## src/rtl/avr_keys_pkg.sv

```systemverilog
// Shared types, widths and parameter legality check for the avr_keys front end.
package avr_keys_pkg;

    typedef enum logic {
        UP   = 1'b0,
        DOWN = 1'b1
    } key_state_t;

    localparam int CNT_W = 4;
    localparam int RC_W  = 8;

    function automatic bit params_ok(input int tick_div, input int cnt_max,
                                     input int rep_delay, input int rep_rate);
        bit ok;
        ok = (tick_div >= 2) && (cnt_max >= 1) && (cnt_max <= 15) &&
             (rep_delay >= 0) && (rep_delay <= 255);
        if (rep_delay != 0)
            ok = ok && (rep_rate >= 1) && (rep_rate <= rep_delay);
        return ok;
    endfunction

endpackage

```

## src/rtl/avr_key_channel.sv

```systemverilog
// One key: two-flop synchroniser, tick-paced debounce and auto-repeat pulse generation.
module avr_key_channel
    import avr_keys_pkg::*;
#(
    parameter int CNT_MAX    = 8,
    parameter int ACTIVE_LOW = 1,
    parameter int REP_DELAY  = 250,
    parameter int REP_RATE   = 50
) (
    input  logic clock,
    input  logic locked,
    input  logic tick,
    input  logic key_in,
    output logic level,
    output logic pressed,
    output logic released,
    output logic rep_pulse
);

    localparam logic [CNT_W:0]   CNT_LIM    = (CNT_W+1)'(CNT_MAX);
    localparam logic [RC_W:0]    REP_LIM    = (RC_W+1)'(REP_DELAY);
    localparam logic [RC_W-1:0]  REP_RELOAD = RC_W'(REP_DELAY - REP_RATE);
    localparam logic             IDLE_PIN   = (ACTIVE_LOW != 0);

    logic             q1, q2, s;
    key_state_t       state, state_next;
    logic [CNT_W-1:0] cnt, cnt_next;
    logic [CNT_W:0]   cnt_inc;
    logic [RC_W-1:0]  rc, rc_next;
    logic [RC_W:0]    rc_inc;
    logic             flip, press_next, release_next, rep_next;

    // Flops reset to the idle pin level so the first sample after reset reads "not pressed".
    always_ff @(posedge clock or negedge locked) begin
        if (!locked) begin
            q1 <= IDLE_PIN;
            q2 <= IDLE_PIN;
        end else begin
            q1 <= key_in;
            q2 <= q1;
        end
    end

    assign s       = (ACTIVE_LOW != 0) ? ~q2 : q2;
    assign level   = (state == DOWN);
    assign cnt_inc = {1'b0, cnt} + (CNT_W+1)'(1);
    assign rc_inc  = {1'b0, rc} + (RC_W+1)'(1);

    always_comb begin
        state_next   = state;
        cnt_next     = cnt;
        rc_next      = rc;
        flip         = 1'b0;
        press_next   = 1'b0;
        release_next = 1'b0;
        rep_next     = 1'b0;
        if (tick) begin
            if (s != level) begin
                if (cnt_inc == CNT_LIM) begin
                    flip         = 1'b1;
                    state_next   = (state == UP) ? DOWN : UP;
                    cnt_next     = '0;
                    rc_next      = '0;
                    press_next   = (state == UP);
                    release_next = (state == DOWN);
                end else begin
                    cnt_next = cnt_inc[CNT_W-1:0];
                end
            end else begin
                cnt_next = '0;
            end

            // Repeat counting continues through a release bounce; only an actual flip restarts it.
            if (!flip) begin
                if (state == UP) begin
                    rc_next = '0;
                end else if (REP_DELAY != 0) begin
                    if (rc_inc == REP_LIM) begin
                        rep_next = 1'b1;
                        rc_next  = REP_RELOAD;
                    end else begin
                        rc_next = rc_inc[RC_W-1:0];
                    end
                end
            end
        end
    end

    always_ff @(posedge clock or negedge locked) begin
        if (!locked) begin
            state     <= UP;
            cnt       <= '0;
            rc        <= '0;
            pressed   <= 1'b0;
            released  <= 1'b0;
            rep_pulse <= 1'b0;
        end else begin
            state     <= state_next;
            cnt       <= cnt_next;
            rc        <= rc_next;
            pressed   <= press_next;
            released  <= release_next;
            rep_pulse <= rep_next;
        end
    end

endmodule

```

## src/rtl/avr_keys.sv

```systemverilog
// Eight-channel key front end for the AVR core port0: shared ms prescaler plus eight debounce channels.
// The auto-repeat output is named rep_pulse because "repeat" is a reserved word.
module avr_keys
    import avr_keys_pkg::*;
#(
    parameter int TICK_DIV   = 25000,
    parameter int CNT_MAX    = 8,
    parameter int ACTIVE_LOW = 1,
    parameter int REP_DELAY  = 250,
    parameter int REP_RATE   = 50
) (
    input  logic       clock,
    input  logic       locked,
    input  logic [7:0] keys_in,
    output logic [7:0] port0,
    output logic [7:0] pressed,
    output logic [7:0] released,
    output logic [7:0] rep_pulse,
    output logic       tick
);

    localparam int               PRE_W    = $clog2(TICK_DIV);
    localparam logic [PRE_W-1:0] PRE_LAST = PRE_W'(TICK_DIV - 1);

    logic [PRE_W-1:0] pre;

    if (!params_ok(TICK_DIV, CNT_MAX, REP_DELAY, REP_RATE)) begin : g_bad_params
        $error("avr_keys: illegal parameter combination");
    end

    assign tick = (pre == PRE_LAST);

    always_ff @(posedge clock or negedge locked) begin
        if (!locked)
            pre <= '0;
        else if (tick)
            pre <= '0;
        else
            pre <= pre + PRE_W'(1);
    end

    for (genvar i = 0; i < 8; i++) begin : g_chan
        avr_key_channel #(
            .CNT_MAX    (CNT_MAX),
            .ACTIVE_LOW (ACTIVE_LOW),
            .REP_DELAY  (REP_DELAY),
            .REP_RATE   (REP_RATE)
        ) u_chan (
            .clock     (clock),
            .locked    (locked),
            .tick      (tick),
            .key_in    (keys_in[i]),
            .level     (port0[i]),
            .pressed   (pressed[i]),
            .released  (released[i]),
            .rep_pulse (rep_pulse[i])
        );
    end

endmodule

```

## config.mk

```make
export PLATFORM = sky130hd
export DESIGN_NAME = avr_keys
export DESIGN_NICKNAME = d
export VERILOG_FILES = /design/src/rtl/avr_keys_pkg.sv /design/src/rtl/avr_key_channel.sv /design/src/rtl/avr_keys.sv
export SDC_FILE = /design/constraint.sdc
export NUM_CORES = 1
export LEC_CHECK = 0
export BUFFER_PORTS_ARGS = -buffer_cell sky130_fd_sc_hd__buf_2
export CAP_MARGIN = 15
export CORE_UTILIZATION = 50
export DETAILED_ROUTE_END_ITERATION = 10
export HOLD_SLACK_MARGIN = 0.02
export PLACE_DENSITY_LB_ADDON = 0.05
export SLEW_MARGIN = 20
export SYNTH_ARGS = -nofsm -noshare
export SYNTH_HDL_FRONTEND = slang
export SYNTH_SLANG_ARGS = --single-unit
```

## constraint.sdc

```tcl
create_clock -name clock -period 3.28 [get_ports clock]
set_input_delay 0 -clock clock [delete_from_list [all_inputs] [get_ports clock]]
set_output_delay 0 -clock clock [all_outputs]
set_load 0.01 [all_outputs]
```

==> results of run 1 <==
layout by cell type, fill, tap and decap left out, types with 6 or more instances in the layout:
master         netlist  layout
and2_1               9       9
nor3_1              23      23
nor3b_1              9       9
o21ai_0             62      62
a21oi_1             18      18
a21o_1              25      25
a211oi_1             9       9
nand2_1            116     116
nand3_1             51      51
inv_1               29      29
or3_1                9       9
dfrtp_1            143     143
o22ai_1              8       8
dfstp_2             16      16
clkbuf_16            0      17
dlygate4sd3_1        0       9
o2bb2ai_1            9       9
and3_1              11      11
a311o_1             10      10
nor2_1              52      52
o31ai_1              8       8
a22o_1               6       6
buf_2                3      41
ha_1                33      33
xnor2_1             21      21
xor2_1              29      29
nand2b_1            21      21
kinds of logic (layout without fill, tap and decap cells):
group           Yosys count  after routing  synth area share, %
fa+ha+maj                33             33                 4.93
mux                       6              6                0.792
compound gates          200            200                 16.5
simple gates            331            331                 19.2
flops                   159            159                 47.8
xor+xnor                 50             50                 5.23
buf+inv                  89            117                 5.56
through the flow:
step	hold WS [ns]	power (µW)	cells	util, %	worst slack (ns)
after CTS	0.181	4040	1112	57.5	0.291
after global routing	0.206	4130	1112	57.5	0.160
after floorplan	-0.296	2030	868	-	0.725
final	0.162	3980	1112	57.5	0.290
after detailed placement	0.0658	2090	1072	53.4	0.305
after global placement	0.0579	2080	1072	53.4	0.379
registers in the layout, summed over array words and instances (netlist names):
register and count:
g_chan.u_chan.rc 64, g_chan.u_chan.cnt 32, pre 15, g_chan.u_chan.level 8, g_chan.u_chan.pressed 8, g_chan.u_chan.q1 8
g_chan.u_chan.q2 8, g_chan.u_chan.released 8, g_chan.u_chan.rep_pulse 8
routing by layer:
layer | vias up | track usage [%]
met3 | 13 | 3.97
met5 | - | 0
met2 | 68 | 33.3
li1 | 3090 | -
met1 | 2992 | 26.4
met4 | 0 | 7.56
worst paths after layout:
| path | start | end | slack, ns | cells after the start |
|---|---|---|---|---|
| setup / recovery | pre[6] | g_chan[6].u_chan.rc[0] | 0.29 | 6 |
| hold / removal | locked | g_chan[3].u_chan.released | 0.16 | 2 |
| setup reg to reg | pre[6] | g_chan[6].u_chan.rc[0] | 0.29 | 6 |
| hold reg to reg | g_chan[0].u_chan.q1 | g_chan[0].u_chan.q2 | 0.36 | 0 |
| max in group asynchronous | locked | g_chan[7].u_chan.rc[0] | 2.26 | 3 |
| min in group clock | keys_in[4] | g_chan[4].u_chan.q1 | 0.22 | 2 |
report_power, final:
part	internal, µW	leakage (µW)	switching (µW)
Clock	1150	0.000277	772
Sequential	1980	0.00215	10.7
Combinational	18.4	0.00173	46.6
Total	3150	0.00416	829
final cells by class:
class,count,area [µm²]
inverter,29,109
fill,1390,6850
clock buffer,20,457
sequential,159,4000
multi-input combinational,620,3910
tap,216,270
timing repair buffer,57,402
clock inverter,11,116
==> flow_metrics.env, run 1 <==
export IMPL_slew_violations=0
export IMPL_cts_buffers=17
export IMPL_h_tree_depth=4
export IMPL_yosysSeqAreaShare_pct=47.8
export IMPL_io_buffers=42
export IMPL_cts_tree="yes"
export IMPL_cts_setup_buffers=0
export IMPL_drive_gt1_share_pct=11.7
export IMPL_worstSkewPairLatency_ns=0.42
export IMPL_hold_viol=0
export IMPL_syn_area_um2=8370
export IMPL_required_ns=3.64
export IMPL_drc=0
export IMPL_nets=927
export IMPL_die_w_um=131
export IMPL_routedWlPerCell_um=14.4
export IMPL_syn_area_per_cell_um2=9.64
export IMPL_ys_flop_type="dfrtp_1"
export IMPL_path_class="reg -> reg"
export IMPL_outcome="finished clean"
export IMPL_p_leak_uw=0.00416
export IMPL_async_reset_ff_share_pct=100
export IMPL_syn_to_final_growth_pct=10.6
export IMPL_highest_layer="met4"
export IMPL_first_pass_iters=4
export IMPL_path_buf_inv=1
export IMPL_die_area_um2=17300
export IMPL_gp_congestion=0.827
export IMPL_peakVddDrop_uv=370
export IMPL_cellPowerDensity_nw_per_um2=429
export IMPL_ys_top_cells_by_count="dfrtp_1 (143), nand2_1 (116), o21ai_0 (62)"
export IMPL_grt_max_degree=74
export IMPL_worstMarginPinSlew_ns=0.712
export IMPL_endpoint_kind="register"
export IMPL_grt_usage_pct=20.2
export IMPL_fin_skew_ns=0.00796
export IMPL_hold_path_class="in -> async"
export IMPL_cp_slowest_cell="or4_2"
export IMPL_avgViaCountPerCell=5.54
export IMPL_period_needed_ns=2.99
export IMPL_cp_top_family="simple AND/OR/NAND/NOR gates"
export IMPL_maxCapViolCount=0
export IMPL_cts_buffer_depth=2
export IMPL_hold_buffers=9
export IMPL_synth_area_top_cells="dfrtp_1 (43%), nand2_1 (5.2%), dfstp_2 (5.0%), ha_1 (4.9%), o21ai_0 (3.7%)"
export IMPL_synthesis_nets=911
export IMPL_detail_route_antenna_nets=0
export IMPL_grt_pass1_wl_mm=28.5
export IMPL_routed_wl_mm=16.0
export IMPL_max_slew_margin_pct=52.1
export IMPL_ctsResizeCount=0
export IMPL_grt_ovfl_total=0
export IMPL_path_clk_slew_ns=0.06
export IMPL_num_vias=6163
export IMPL_synth_top_cell_by_area="dfrtp_1"
export IMPL_ys_ff_latch=159
export IMPL_rsz0062_at_grt="false"
export IMPL_io_pins=43
export IMPL_initial_core_util_pct=51.9
export IMPL_start_kind="register"
export IMPL_timing_final_crit_share_pct=91.2
export IMPL_num_rows=46
export IMPL_antenna_cells=0
export IMPL_final_cell_area_um2=9260
export IMPL_clock_sinks=159
export IMPL_wl_met1_mm=7.72
export IMPL_crit_path_max_incr_delay_ns=0.73
export IMPL_core_area_um2=16100
export IMPL_yosysMostFrequentCell="dfrtp_1"
export IMPL_dp_hpwl_mm=10.7
export IMPL_drtIter0Drc=387
export IMPL_max_clock_freq_mhz=334
export IMPL_arrival_ns=3.35
export IMPL_die_h_um=131
export IMPL_synth_edf_count=0
export IMPL_placed_area_um2=8600
export IMPL_wl_met2_mm=7.72
export IMPL_grt_pass1_vias=6119
export IMPL_wl_met3_um=399
export IMPL_tns_ns=0
export IMPL_cts_root_buf="clkbuf_16"
export IMPL_setup_viol=0
export IMPL_yosys_warnings=0
export IMPL_netlist_instances=868
export IMPL_yosysUniqueCellTypes=62
export IMPL_yosys_area_top_type_share_pct=42.7
export IMPL_grt_antenna_before_repair=0
export IMPL_cp_max_fo=51
export IMPL_crit_chain="or4_1, or4_2, buf_12, a311o_1, a21oi_1, mux2_2"
Note: power is estimated with default switching activity, not from simulation.
==> run 2, diff against run 1 <==
REMOVE_ABC_BUFFERS = 1   (was not set)
==> flow_metrics.env, run 2 (same netlist as run 1, synthesis figures left out) <==
export IMPL_p_int_uw=3400
export IMPL_nets=930
export IMPL_clock_sinks=159
export IMPL_num_rows=46
export IMPL_final_cell_area_um2=9350
export IMPL_routedWlPerCell_um=14.1
export IMPL_cts_buffers=17
export IMPL_final_cells=1116
export IMPL_setup_viol=0
export IMPL_cts_tree="yes"
export IMPL_placed_area_um2=8610
export IMPL_grt_pass1_wl_mm=27.5
export IMPL_crit_chain="or4_1, or4_2, buf_12, a311o_1, a31oi_1, mux2_2"
export IMPL_drive_gt1_share_pct=12.1
export IMPL_start_kind="register"
export IMPL_p_sw_uw=821
export IMPL_power_uw=4230
export IMPL_period_needed_ns=2.95
export IMPL_cts_buffer_depth=2
export IMPL_max_slew_margin_pct=52.8
export IMPL_rsz0062_at_grt="false"
export IMPL_grt_ovfl_total=0
export IMPL_p_leak_uw=0.00421
export IMPL_io_pins=43
export IMPL_ctsResizeCount=0
export IMPL_maxCapViolCount=0
export IMPL_pre_cts_ws_ns=0.332
export IMPL_top_register="g_chan.u_chan.rc"
export IMPL_hold_viol=0
export IMPL_timing_final_crit_share_pct=89.9
export IMPL_avgViaCountPerCell=5.58
export IMPL_worstMarginPinSlew_ns=0.702
export IMPL_h_tree_depth=4
export IMPL_initial_core_util_pct=51.9
export IMPL_endpoint_kind="register"
export IMPL_cts_root_buf="clkbuf_16"
export IMPL_path_class="reg -> reg"
export IMPL_top_regs="g_chan.u_chan.rc (64), g_chan.u_chan.cnt (32), pre (15)"
export IMPL_switching_share_pct=19.4
export IMPL_die_w_um=131
export IMPL_outcome="finished clean"
export IMPL_first_pass_iters=5
export IMPL_cellPowerDensity_nw_per_um2=452
export IMPL_dp_cells=1075
export IMPL_seqPwrFrac_pct=47.1
export IMPL_grt_max_degree=64
export IMPL_fin_ws_ns=0.330
export IMPL_arrival_ns=3.31
export IMPL_cp_top_family="simple AND/OR/NAND/NOR gates"
export IMPL_grt_util_met3_pct=3.51
export IMPL_hold_path_class="in -> async"
export IMPL_grt_antenna_before_repair=0
export IMPL_p_clk_share_pct=51.3
export IMPL_path_clk_slew_ns=0.06
export IMPL_path_buf_inv=1
export IMPL_fin_skew_ns=0.00934
export IMPL_slew_violations=0
export IMPL_globalRouteMet1Util_pct=24.6
export IMPL_peakVddDrop_uv=385
export IMPL_mostFrequentLayoutCell="dfrtp_1"
export IMPL_max_clock_freq_mhz=339
export IMPL_p_comb_share_pct=1.6
export IMPL_cp_slowest_cell="or4_2"
export IMPL_grt_usage_pct=19.3
export IMPL_grt_busiest_layer="met2"
export IMPL_syn_to_final_growth_pct=11.7
export IMPL_die_h_um=131
export IMPL_gp_congestion=0.806
export IMPL_io_buffers=42
export IMPL_grt_pass1_vias=6122
export IMPL_drtIter0Drc=292
export IMPL_gr_usage_met2_pct=32.9
export IMPL_drc=0
export IMPL_cp_max_fo=41
export IMPL_detail_route_antenna_nets=0
export IMPL_routed_wl_mm=15.7
export IMPL_dp_hpwl_mm=10.6
export IMPL_num_vias=6223
export IMPL_die_area_um2=17300
export IMPL_largest_register_ffs=64
export IMPL_worstSkewPairLatency_ns=0.42
export IMPL_antenna_cells=0
export IMPL_crit_path_max_incr_delay_ns=0.74
export IMPL_final_cell_mix="dfrtp_1 (143), nand2_1 (116), o21ai_0 (62)"
export IMPL_core_area_um2=16100
export IMPL_required_ns=3.64
-- run 2: cell count changes in the layout (fill, tap and decap cells not counted), sizes merged --
| cell | delta |
|---|---|
| clkinvlp | -1 |
| buf | +3 |
| clkinv | -2 |
| clkbuf | +1 |
| bufinv | +3 |
-- run 2: path summary, 6_finish.rpt --
check / to / depth (start not counted) / from / slack, ns
min in group clock: g_chan[1].u_chan.q1 / 2 / keys_in[1] / 0.22
worst max-delay path: g_chan[1].u_chan.rc[0] / 6 / pre[4] / 0.33
max in group asynchronous: g_chan[7].u_chan.q1 / 3 / locked / 2.30
worst max register to register: g_chan[1].u_chan.rc[0] / 6 / pre[4] / 0.33
worst min-delay path: g_chan[5].u_chan.rc[6] / 2 / locked / 0.13
worst min register to register: g_chan[7].u_chan.q2 / 0 / g_chan[7].u_chan.q1 / 0.35
-- run 2: power groups by stage --
stage          Sequential (µW)  Combinational (µW)  Clock [µW]
4_1_cts                   1990                70.4        2220
3_3_place_gp              2020                60.3           0
6_report                  1990                66.4        2170
2_1_floorplan             2020                8.29           0
5_1_grt                   1990                78.2        2300
3_5_place_dp              2030                61.9           0
-- run 2: cell type report --
cell class / instances / area (µm²)
fillers: 1384 / 6760
flip-flops and latches: 159 / 4000
multi-input cells: 620 / 3910
clock buffers: 21 / 470
repair buffers: 60 / 412
well taps: 216 / 270
clock inverters: 11 / 185
inverters: 29 / 109
-- run 2: what timing repair did --
action	4_1_cts	5_1_grt
hold buffers	9	0
hold endpoints to repair	67	0
setup buffers	0	0
-- run 2: per-stage QoR --
stage               hold WS [ns]  TNS [ns]  util, %
floorplan                 -0.296    -56.88        -
global placement          0.0199         0     53.4
detailed placement        0.0313         0     53.4
CTS                        0.161         0     58.0
global route               0.187         0     58.0
finish                     0.134         0     58.0
-- run 2: layer usage --
| layer | up-vias | wire length [µm] |
|---|---|---|
| met3 | 20 | 369 |
| met2 | 79 | 7700 |
| met5 | - | 0 |
| met1 | 3027 | 7440 |
| met4 | 0 | 222 |
| li1 | 3097 | - |
